[src/rtl/button_pkg.sv]
// rtl/button_pkg.sv - shared state encoding, button indices and width helper for button_pulse
package button_pkg;

    // Per-button press/auto-repeat state
    typedef enum logic [1:0] {
        ST_IDLE   = 2'd0,
        ST_HOLD   = 2'd1,
        ST_REPEAT = 2'd2
    } btn_state_e;

    localparam int UP      = 0;
    localparam int DOWN    = 1;
    localparam int LEFT    = 2;
    localparam int RIGHT   = 3;
    localparam int NUM_BTN = 4;

    // Counter width that holds values up to v-1; never narrower than one bit
    function automatic int cnt_width(input int v);
        return (v <= 1) ? 1 : $clog2(v);
    endfunction

endpackage

[src/rtl/btn_debounce.sv]
// rtl/btn_debounce.sv - one button: synchroniser, debounce counter, press/repeat FSM, step pulse
module btn_debounce
    import button_pkg::*;
#(
    parameter int DEBOUNCE_CYCLES = 500000,
    parameter int REPEAT_DELAY    = 25000000,
    parameter int REPEAT_PERIOD   = 5000000
) (
    input  logic clk_i,
    input  logic rst_ni,
    input  logic raw_i,
    output logic level_o,
    output logic pulse_o
);

    localparam int DW      = cnt_width(DEBOUNCE_CYCLES + 1);
    localparam int RPT_MAX = (REPEAT_DELAY > REPEAT_PERIOD) ? REPEAT_DELAY : REPEAT_PERIOD;
    localparam int RW      = cnt_width(RPT_MAX);

    localparam logic [DW-1:0] DB_LAST      = DW'(DEBOUNCE_CYCLES - 1);
    localparam logic [DW-1:0] DB_MAX       = DW'(DEBOUNCE_CYCLES);
    localparam logic [RW-1:0] DELAY_LOAD   = RW'(REPEAT_DELAY - 1);
    localparam logic [RW-1:0] PERIOD_LOAD  = RW'(REPEAT_PERIOD - 1);

    logic [1:0]    sync_q;
    logic [DW-1:0] db_cnt_q, db_cnt_d;
    logic          level_q, level_d;
    btn_state_e    state_q, state_d;
    logic [RW-1:0] rpt_q, rpt_d;
    logic          pulse_q, pulse_d;

    // Two-flop synchroniser for the asynchronous button level
    always_ff @(posedge clk_i or negedge rst_ni) begin
        if (!rst_ni) sync_q <= 2'b00;
        else         sync_q <= {sync_q[0], raw_i};
    end

    // Count consecutive samples that disagree with the accepted level; flip when enough agree
    always_comb begin
        db_cnt_d = db_cnt_q;
        level_d  = level_q;
        if (sync_q[1] == level_q) begin
            db_cnt_d = '0;
        end else if (db_cnt_q == DB_LAST) begin
            level_d  = ~level_q;
            db_cnt_d = '0;
        end else if (db_cnt_q != DB_MAX) begin
            db_cnt_d = db_cnt_q + 1'b1;
        end
    end

    // Press FSM: first pulse on debounced rise, then delay, then periodic repeat
    always_comb begin
        state_d = state_q;
        rpt_d   = rpt_q;
        pulse_d = 1'b0;
        case (state_q)
            ST_IDLE: begin
                rpt_d = '0;
                if (level_q) begin
                    state_d = ST_HOLD;
                    pulse_d = 1'b1;
                    rpt_d   = DELAY_LOAD;
                end
            end
            ST_HOLD, ST_REPEAT: begin
                if (!level_q) begin
                    state_d = ST_IDLE;
                    rpt_d   = '0;
                end else if (rpt_q == '0) begin
                    state_d = ST_REPEAT;
                    pulse_d = 1'b1;
                    rpt_d   = PERIOD_LOAD;
                end else begin
                    rpt_d = rpt_q - 1'b1;
                end
            end
            default: begin
                state_d = ST_IDLE;
                rpt_d   = '0;
            end
        endcase
    end

    // State, counters and pulse registers
    always_ff @(posedge clk_i or negedge rst_ni) begin
        if (!rst_ni) begin
            db_cnt_q <= '0;
            level_q  <= 1'b0;
            state_q  <= ST_IDLE;
            rpt_q    <= '0;
            pulse_q  <= 1'b0;
        end else begin
            db_cnt_q <= db_cnt_d;
            level_q  <= level_d;
            state_q  <= state_d;
            rpt_q    <= rpt_d;
            pulse_q  <= pulse_d;
        end
    end

    assign level_o = level_q;
    assign pulse_o = pulse_q;

endmodule

[src/rtl/button_pulse.sv]
// rtl/button_pulse.sv - four debounced push-buttons with auto-repeat step pulses
module button_pulse
    import button_pkg::*;
#(
    parameter int DEBOUNCE_CYCLES = 500000,
    parameter int REPEAT_DELAY    = 25000000,
    parameter int REPEAT_PERIOD   = 5000000
) (
    input  logic       Clk,
    input  logic       Rst_n,
    input  logic       Bt_Up_Raw,
    input  logic       Bt_Down_Raw,
    input  logic       Bt_Left_Raw,
    input  logic       Bt_Right_Raw,
    output logic       Bt_Up,
    output logic       Bt_Down,
    output logic       Bt_Left,
    output logic       Bt_Right,
    output logic [3:0] Bt_Level
);

    logic [NUM_BTN-1:0] raw_vec;
    logic [NUM_BTN-1:0] db_level;
    logic [NUM_BTN-1:0] db_pulse;
    logic [NUM_BTN-1:0] pulse_d, pulse_q;
    logic [NUM_BTN-1:0] level_q;

    assign raw_vec[UP]    = Bt_Up_Raw;
    assign raw_vec[DOWN]  = Bt_Down_Raw;
    assign raw_vec[LEFT]  = Bt_Left_Raw;
    assign raw_vec[RIGHT] = Bt_Right_Raw;

    for (genvar g = 0; g < NUM_BTN; g++) begin : g_btn
        btn_debounce #(
            .DEBOUNCE_CYCLES(DEBOUNCE_CYCLES),
            .REPEAT_DELAY   (REPEAT_DELAY),
            .REPEAT_PERIOD  (REPEAT_PERIOD)
        ) u_btn (
            .clk_i  (Clk),
            .rst_ni (Rst_n),
            .raw_i  (raw_vec[g]),
            .level_o(db_level[g]),
            .pulse_o(db_pulse[g])
        );
    end

    // Opposing steps in the same cycle cancel each other; the FSMs keep running
    always_comb begin
        pulse_d = db_pulse;
        if (db_pulse[UP] && db_pulse[DOWN]) begin
            pulse_d[UP]   = 1'b0;
            pulse_d[DOWN] = 1'b0;
        end
        if (db_pulse[LEFT] && db_pulse[RIGHT]) begin
            pulse_d[LEFT]  = 1'b0;
            pulse_d[RIGHT] = 1'b0;
        end
    end

    // Output registers for levels and pulses
    always_ff @(posedge Clk or negedge Rst_n) begin
        if (!Rst_n) begin
            level_q <= '0;
            pulse_q <= '0;
        end else begin
            level_q <= db_level;
            pulse_q <= pulse_d;
        end
    end

    assign Bt_Level = level_q;
    assign Bt_Up    = pulse_q[UP];
    assign Bt_Down  = pulse_q[DOWN];
    assign Bt_Left  = pulse_q[LEFT];
    assign Bt_Right = pulse_q[RIGHT];

endmodule
[config.mk]
export PLATFORM = sky130hd
export DESIGN_NAME = button_pulse
export DESIGN_NICKNAME = d
export VERILOG_FILES = /design/src/rtl/button_pkg.sv /design/src/rtl/btn_debounce.sv /design/src/rtl/button_pulse.sv
export SDC_FILE = /design/constraint.sdc
export NUM_CORES = 1
export LEC_CHECK = 0
export CAP_MARGIN = 25
export CORE_ASPECT_RATIO = 1.25
export CORE_MARGIN = 5
export CORE_UTILIZATION = 58
export CTS_CLUSTER_SIZE = 30
export DETAILED_ROUTE_END_ITERATION = 12
export DONT_BUFFER_PORTS = 1
export PLACE_DENSITY = 0.86
export SETUP_SLACK_MARGIN = 0.02
export SYNTH_ARGS = -nofsm -noshare
export SYNTH_HDL_FRONTEND = slang
export SYNTH_HIERARCHICAL = 1
export SYNTH_SLANG_ARGS = --single-unit
[constraint.sdc]
create_clock -name Clk -period 2 [get_ports Clk]
set_input_delay 0.5 -clock Clk [delete_from_list [all_inputs] [get_ports Clk]]
set_output_delay 0.5 -clock Clk [all_outputs]
set_load 0.02 [all_outputs]
; ---- Word level (Yosys, flattened, before mapping)
; Cells that the tools add are included.
[totals]
out_inout_bits = 8
regBits = 208
input_bits = 6
[op_classes]
mux = 62
n_reduce_logical = 26
addsub = 8
n_bitwise = 8
n_eq_ne = 28
[ops]
columns = cell, count
row1 = $mux 25, 12
row2 = $mux 19, 12
row3 = $pmux 25 s2, 4
row4 = $logic_not 25->1, 4
row5 = $sub 25x1->25 const B, 4
row6 = $add 19x1->19 const B, 4
row7 = $eq 19x19->1 const B, 4
row8 = $ne 19x19->1 const B, 4
row9 = $mux 2, 14
row10 = $pmux 2 s2, 4
row11 = $reduce_and 2->1, 8
row12 = $mux 1, 12
row13 = $ne 3x3->1 const B, 4
row14 = $reduce_bool 3->1, 4
row15 = $eq 2x1->1 const B, 4
row16 = $eq 2x2->1 const B, 4
row17 = $logic_not 2->1, 4
row18 = $ne 2x1->1 const B, 4
row19 = $not 1->1, 8
row20 = $pmux 1 s2, 4
row21 = $reduce_or 2->1, 4
row22 = $eq 1x1->1, 4
row23 = $logic_and 1x1->1, 2

; ---- Longest topological paths before layout
[depth]
word_depth = 4
ltp_mapped = 9
ltp_nobuf = 7

; ---- Cells and area by module
; The synthesis kept the hierarchy.
[modules_own_cells]
columns = module, area_each_um2, cells_each, instances
row1 = btn_debounce at g_btn[0].u_btn ..., 2549.9, 259, 3
row2 = btn_debounce at g_btn[3].u_btn, 2592.5, 265, 1
row3 = button_pulse, 235.2, 12, 1

; ---- Worst setup path after synthesis
; Ideal clock, no wire load.
[synth_timing]
path_kind = reg-to-reg
startpoint = reg g_btn[3].u_btn.rpt_q[5]
endpoint = reg g_btn[3].u_btn.rpt_q[12]
path_slack_ns = -0.016
period_less_slack_ns = 2.016
arrival_time_ns = 1.883
n_path_buf = 2
setup_time_ns = 0.133
path_stages_with_launch = 8
cell_sequence = dfrtp_1 > nor4_4 > and4_1 > or4b_1 > buf_2 > nand2b_2 > buf_6 > o21ai_1
[synth_via]
elab_chain_cells = 4
word_cells_on_any_way = 5
classes_between = add/sub (1) / mux (3) / reduce/logical (1)
[synth_rtl]
columns = item, line_no
row1 = start: declaration, btn_debounce.sv:29  ; logic [RW-1:0] rpt_q, rpt_d;
row2 = start signal: assignment, btn_debounce.sv:97  ; rpt_q <= rpt_d;
row3 = $sub 25x1->25 or $logic_not 25->1 (tied branches), "btn_debounce.sv:75, btn_debounce.sv:70"
row4 = $mux 25 *, btn_debounce.sv:70  ; end else if (rpt_q == '0) begin
row5 = $mux 25 *, btn_debounce.sv:67  ; if (!level_q) begin
row6 = $pmux 25 s2 *, btn_debounce.sv:57  ; case (state_q)
row7 = named net g_btn[3].u_btn.rpt_d[12], btn_debounce.sv:29
; Mark *: on every way through the listed nets, which the timed path passes. The rest lies on a longest branch.
; A chain may end at the register's enable or synchronous reset.

; ---- Worst setup path after layout
[layout_timing]
startpoint = reg g_btn[3].u_btn.rpt_q[1]
endpoint = reg g_btn[3].u_btn.rpt_q[18]
; Same word-level chain as after synthesis.

==> results.sh <==
export IMPL_setup_viol=15
export IMPL_clk_latency_ns=0.50
export IMPL_cts_tree="built"
export IMPL_synth_nets=1081
export IMPL_holdWs_ns=-0.300
export IMPL_vias_per_cell=5.84
export IMPL_outcome="finished, violations left"
export IMPL_via_count=7864
export IMPL_maxSlewHeadroom_pct=62.9
export IMPL_grt_overflow_total=0
export IMPL_io_buffers=0
export IMPL_vdd_ir_drop_max_v=0.000556
export IMPL_synth_top_cell_area_share_pct=49.7
export IMPL_total_power_mw=8.24
export IMPL_rows=55
export IMPL_regToRegStartpoint="g_btn[3].u_btn/rpt_q[1]"
export IMPL_routed_wl_um=21900
export IMPL_fp_dieH_um=160
export IMPL_synth_common_cells="dfrtp_1 (208), nor2_1 (161), nand2_1 (84)"
export IMPL_end_kind="register"
export IMPL_drv_slew=0
export IMPL_critical_path_class="reg -> reg"
export IMPL_p_leak_nw=5.91
export IMPL_synth_seq_cells=208
export IMPL_synth_edf_count=0
export IMPL_root_buffer="clkbuf_16"
export IMPL_async_flop_share_pct=100
export IMPL_grt_usage_pct=20.7
export IMPL_violations="hold timing, setup timing"
export IMPL_dr_pass1_iters=4
export IMPL_yosysWarnings=6
export IMPL_rsz0062_at_grt="yes"
export IMPL_multi_input_area_um2=5160
export IMPL_grt_max_degree=209
export IMPL_grt_pass1_vias=7843
export IMPL_yosys_top_cells_area="dfrtp_1 (50%), xnor2_1 (6.0%), xor2_1 (6.0%)"
export IMPL_worst_pin_slew_ns=0.552
export IMPL_drcViolationCount=0
export IMPL_fillers=1285
export IMPL_layout_min_cycle_time_ns=2.10
export IMPL_dp_hpwl_um=13300
export IMPL_antenna_found_initial=0
export IMPL_hold_viol=208
export IMPL_ys_flop_type="dfrtp_1"
export IMPL_crit_required_ns=2.42
export IMPL_clk_pin_slew_ns=0.06
export IMPL_final_seq_area_um2=5200
export IMPL_tns_ns=-0.622
export IMPL_fin_area_um2=11900
export IMPL_final_period_utilization_pct=105
export IMPL_cp_arrival_ns=2.53
export IMPL_detail_route_antenna_nets=0
export IMPL_rrSetupSlack_ns=-0.10
export IMPL_wl_per_cell_um=16.2
export IMPL_avgSynthCellArea_um2=9.94
export IMPL_worstPathMaxFanout=7
export IMPL_reg2reg_to="g_btn[3].u_btn/rpt_q[18]"
export IMPL_drv_cap=0
export IMPL_boundaryPins=14
export IMPL_nets=1134
export IMPL_drive_gt1_share_pct=14.6
export IMPL_gp_congestion=0.841
export IMPL_clock_path_buffers=3
export IMPL_h_tree_depth=1
export IMPL_placed_area_um2=11000
export IMPL_reg2regPathDepth=8
export IMPL_worst_slack_ns=-0.103
export IMPL_grt_pass1_wl_um=36500
export IMPL_yosysMostFrequentCell="dfrtp_1"
export IMPL_syn_inst=1054
export IMPL_synth_seq_area_share_pct=49.7
export IMPL_timing_fmax_mhz=475
export IMPL_dr_first_iter_drc_count=422
export IMPL_fin_worst_skew_ns=0.00779
export IMPL_dieWidth_um=130
export IMPL_core_area_um2=18000
export IMPL_p_per_area_nw_per_um2=695
export IMPL_clkSinkCount=208
export IMPL_synth_area_um2=10500
export IMPL_fp_dieArea_um2=20900
export IMPL_synth_largest_area_cell="dfrtp_1"
export IMPL_pre_cts_ws_ns=-0.165
export IMPL_start_util_pct=58.3
export IMPL_numCtsBuffers=22
export IMPL_critPathLaunchType="register"
export IMPL_antennaDiodeCount=0
export IMPL_min_path_type="in -> async"
export IMPL_area_growth_pct=13.3
export IMPL_synthDistinctLibCells=54
## cells by family (layout without fill, tap and decap cells)
group	after synthesis	after routing	synth area share (%)
compound gates	109	109	5.89
xor+xnor	144	144	12.0
fa+ha+maj	21	21	2.51
buf+inv	58	122	2.52
flops	208	208	49.7
mux	10	10	1.11
simple gates	504	504	26.3
## area by class of cell
class | count | area share (%)
clock buffer | 28 | 5.18
inverter | 32 | 1.01
tap | 228 | 2.40
sequential | 208 | 43.9
multi-input combinational | 788 | 43.5
timing repair buffer | 55 | 3.57
clock inverter | 7 | 0.506
## how the worst max path moves through the flow
stage / from / to / slack (ns) / cells past startpoint
floorplan: g_btn[3].u_btn/rpt_q[5] / g_btn[3].u_btn/rpt_q[12] / -0.02 / 7
global placement: g_btn[3].u_btn/rpt_q[0] / g_btn[3].u_btn/rpt_q[1] / 0.01 / 8
detailed placement: g_btn[3].u_btn/rpt_q[0] / g_btn[3].u_btn/rpt_q[0] / -0.16 / 8
CTS: g_btn[3].u_btn/rpt_q[1] / g_btn[3].u_btn/rpt_q[18] / -0.03 / 8
global route: g_btn[3].u_btn/rpt_q[1] / g_btn[3].u_btn/rpt_q[18] / -0.19 / 8
finish: g_btn[3].u_btn/rpt_q[1] / g_btn[3].u_btn/rpt_q[18] / -0.10 / 8
## power breakdown
| part | internal, mW | switching, mW |
|---|---|---|
| combinational | 0.0363 | 0.0630 |
| clock | 2.28 | 1.60 |
| sequential | 4.24 | 0.0355 |
| total | 6.55 | 1.70 |
## critical path, stage by stage, from the launching register on
cell and delay [ns]:
dfrtp_1 0.39, inv_2 0.10, ha_4 0.15, nor4b_4 0.23, and4_4 0.28, or4b_4 0.48, buf_6 0.16, o211a_1 0.12
o21ai_2 0.13
## cell usage in the layout (no fill, tap or decap), types with 4 or more instances in the layout
cell type and count:
a21o_1 8, a21oi_1 9, a31oi_1 6, and2b_2 4
and3_1 4, buf_4 52, clkbuf_16 23, clkinv_2 6
dfrtp_1 208, ha_1 19, inv_1 30, mux2i_1 6
nand2_1 83, nand2_2 6, nand2b_1 6, nand3_1 53
nand3b_1 17, nand4_1 25, nand4b_1 6, nor2_1 160
nor2_2 4, nor3_1 40, nor4_1 21, nor4_2 11
nor4_4 8, o21a_1 4, o21ai_0 47, o21ai_1 23
or2_2 9, or3_1 13, or4b_4 5, xnor2_1 72
xor2_1 72
## through the flow
| stage | std cells | util (%) |
|---|---|---|
| final | 1346 | 66.1 |
| after global routing | 1346 | 66.1 |
| after CTS | 1341 | 65.2 |
| after detailed placement | 1305 | 61.2 |
| after global placement | 1305 | 61.2 |
| after floorplan | 1054 | - |
## registers in the layout, summed over array words and instances (netlist names)
signal,cells
g_btn.u_btn/level_o,4
pulse_q,4
g_btn.u_btn/pulse_o,4
g_btn.u_btn/rpt_q,100
g_btn.u_btn/db_cnt_q,76
g_btn.u_btn/state_q,8
Bt_Level,4
g_btn.u_btn/sync_q,8
## layer usage
layer,up-vias,part of all wire (%),track usage [%]
met5,-,0,0
met4,0,2.8,6.52
met3,53,3.8,2.84
met2,195,52,36.4
met1,3890,41,26.1
li1,3726,-,-
## repair_timing
item	4_1_cts	5_1_grt
setup endpoints to repair	27	78
hold endpoints to repair	208	208
gates resized for setup	8	32
buffers inserted	1	5
pin swaps	4	13
Power figures use the tool's default switching activity.
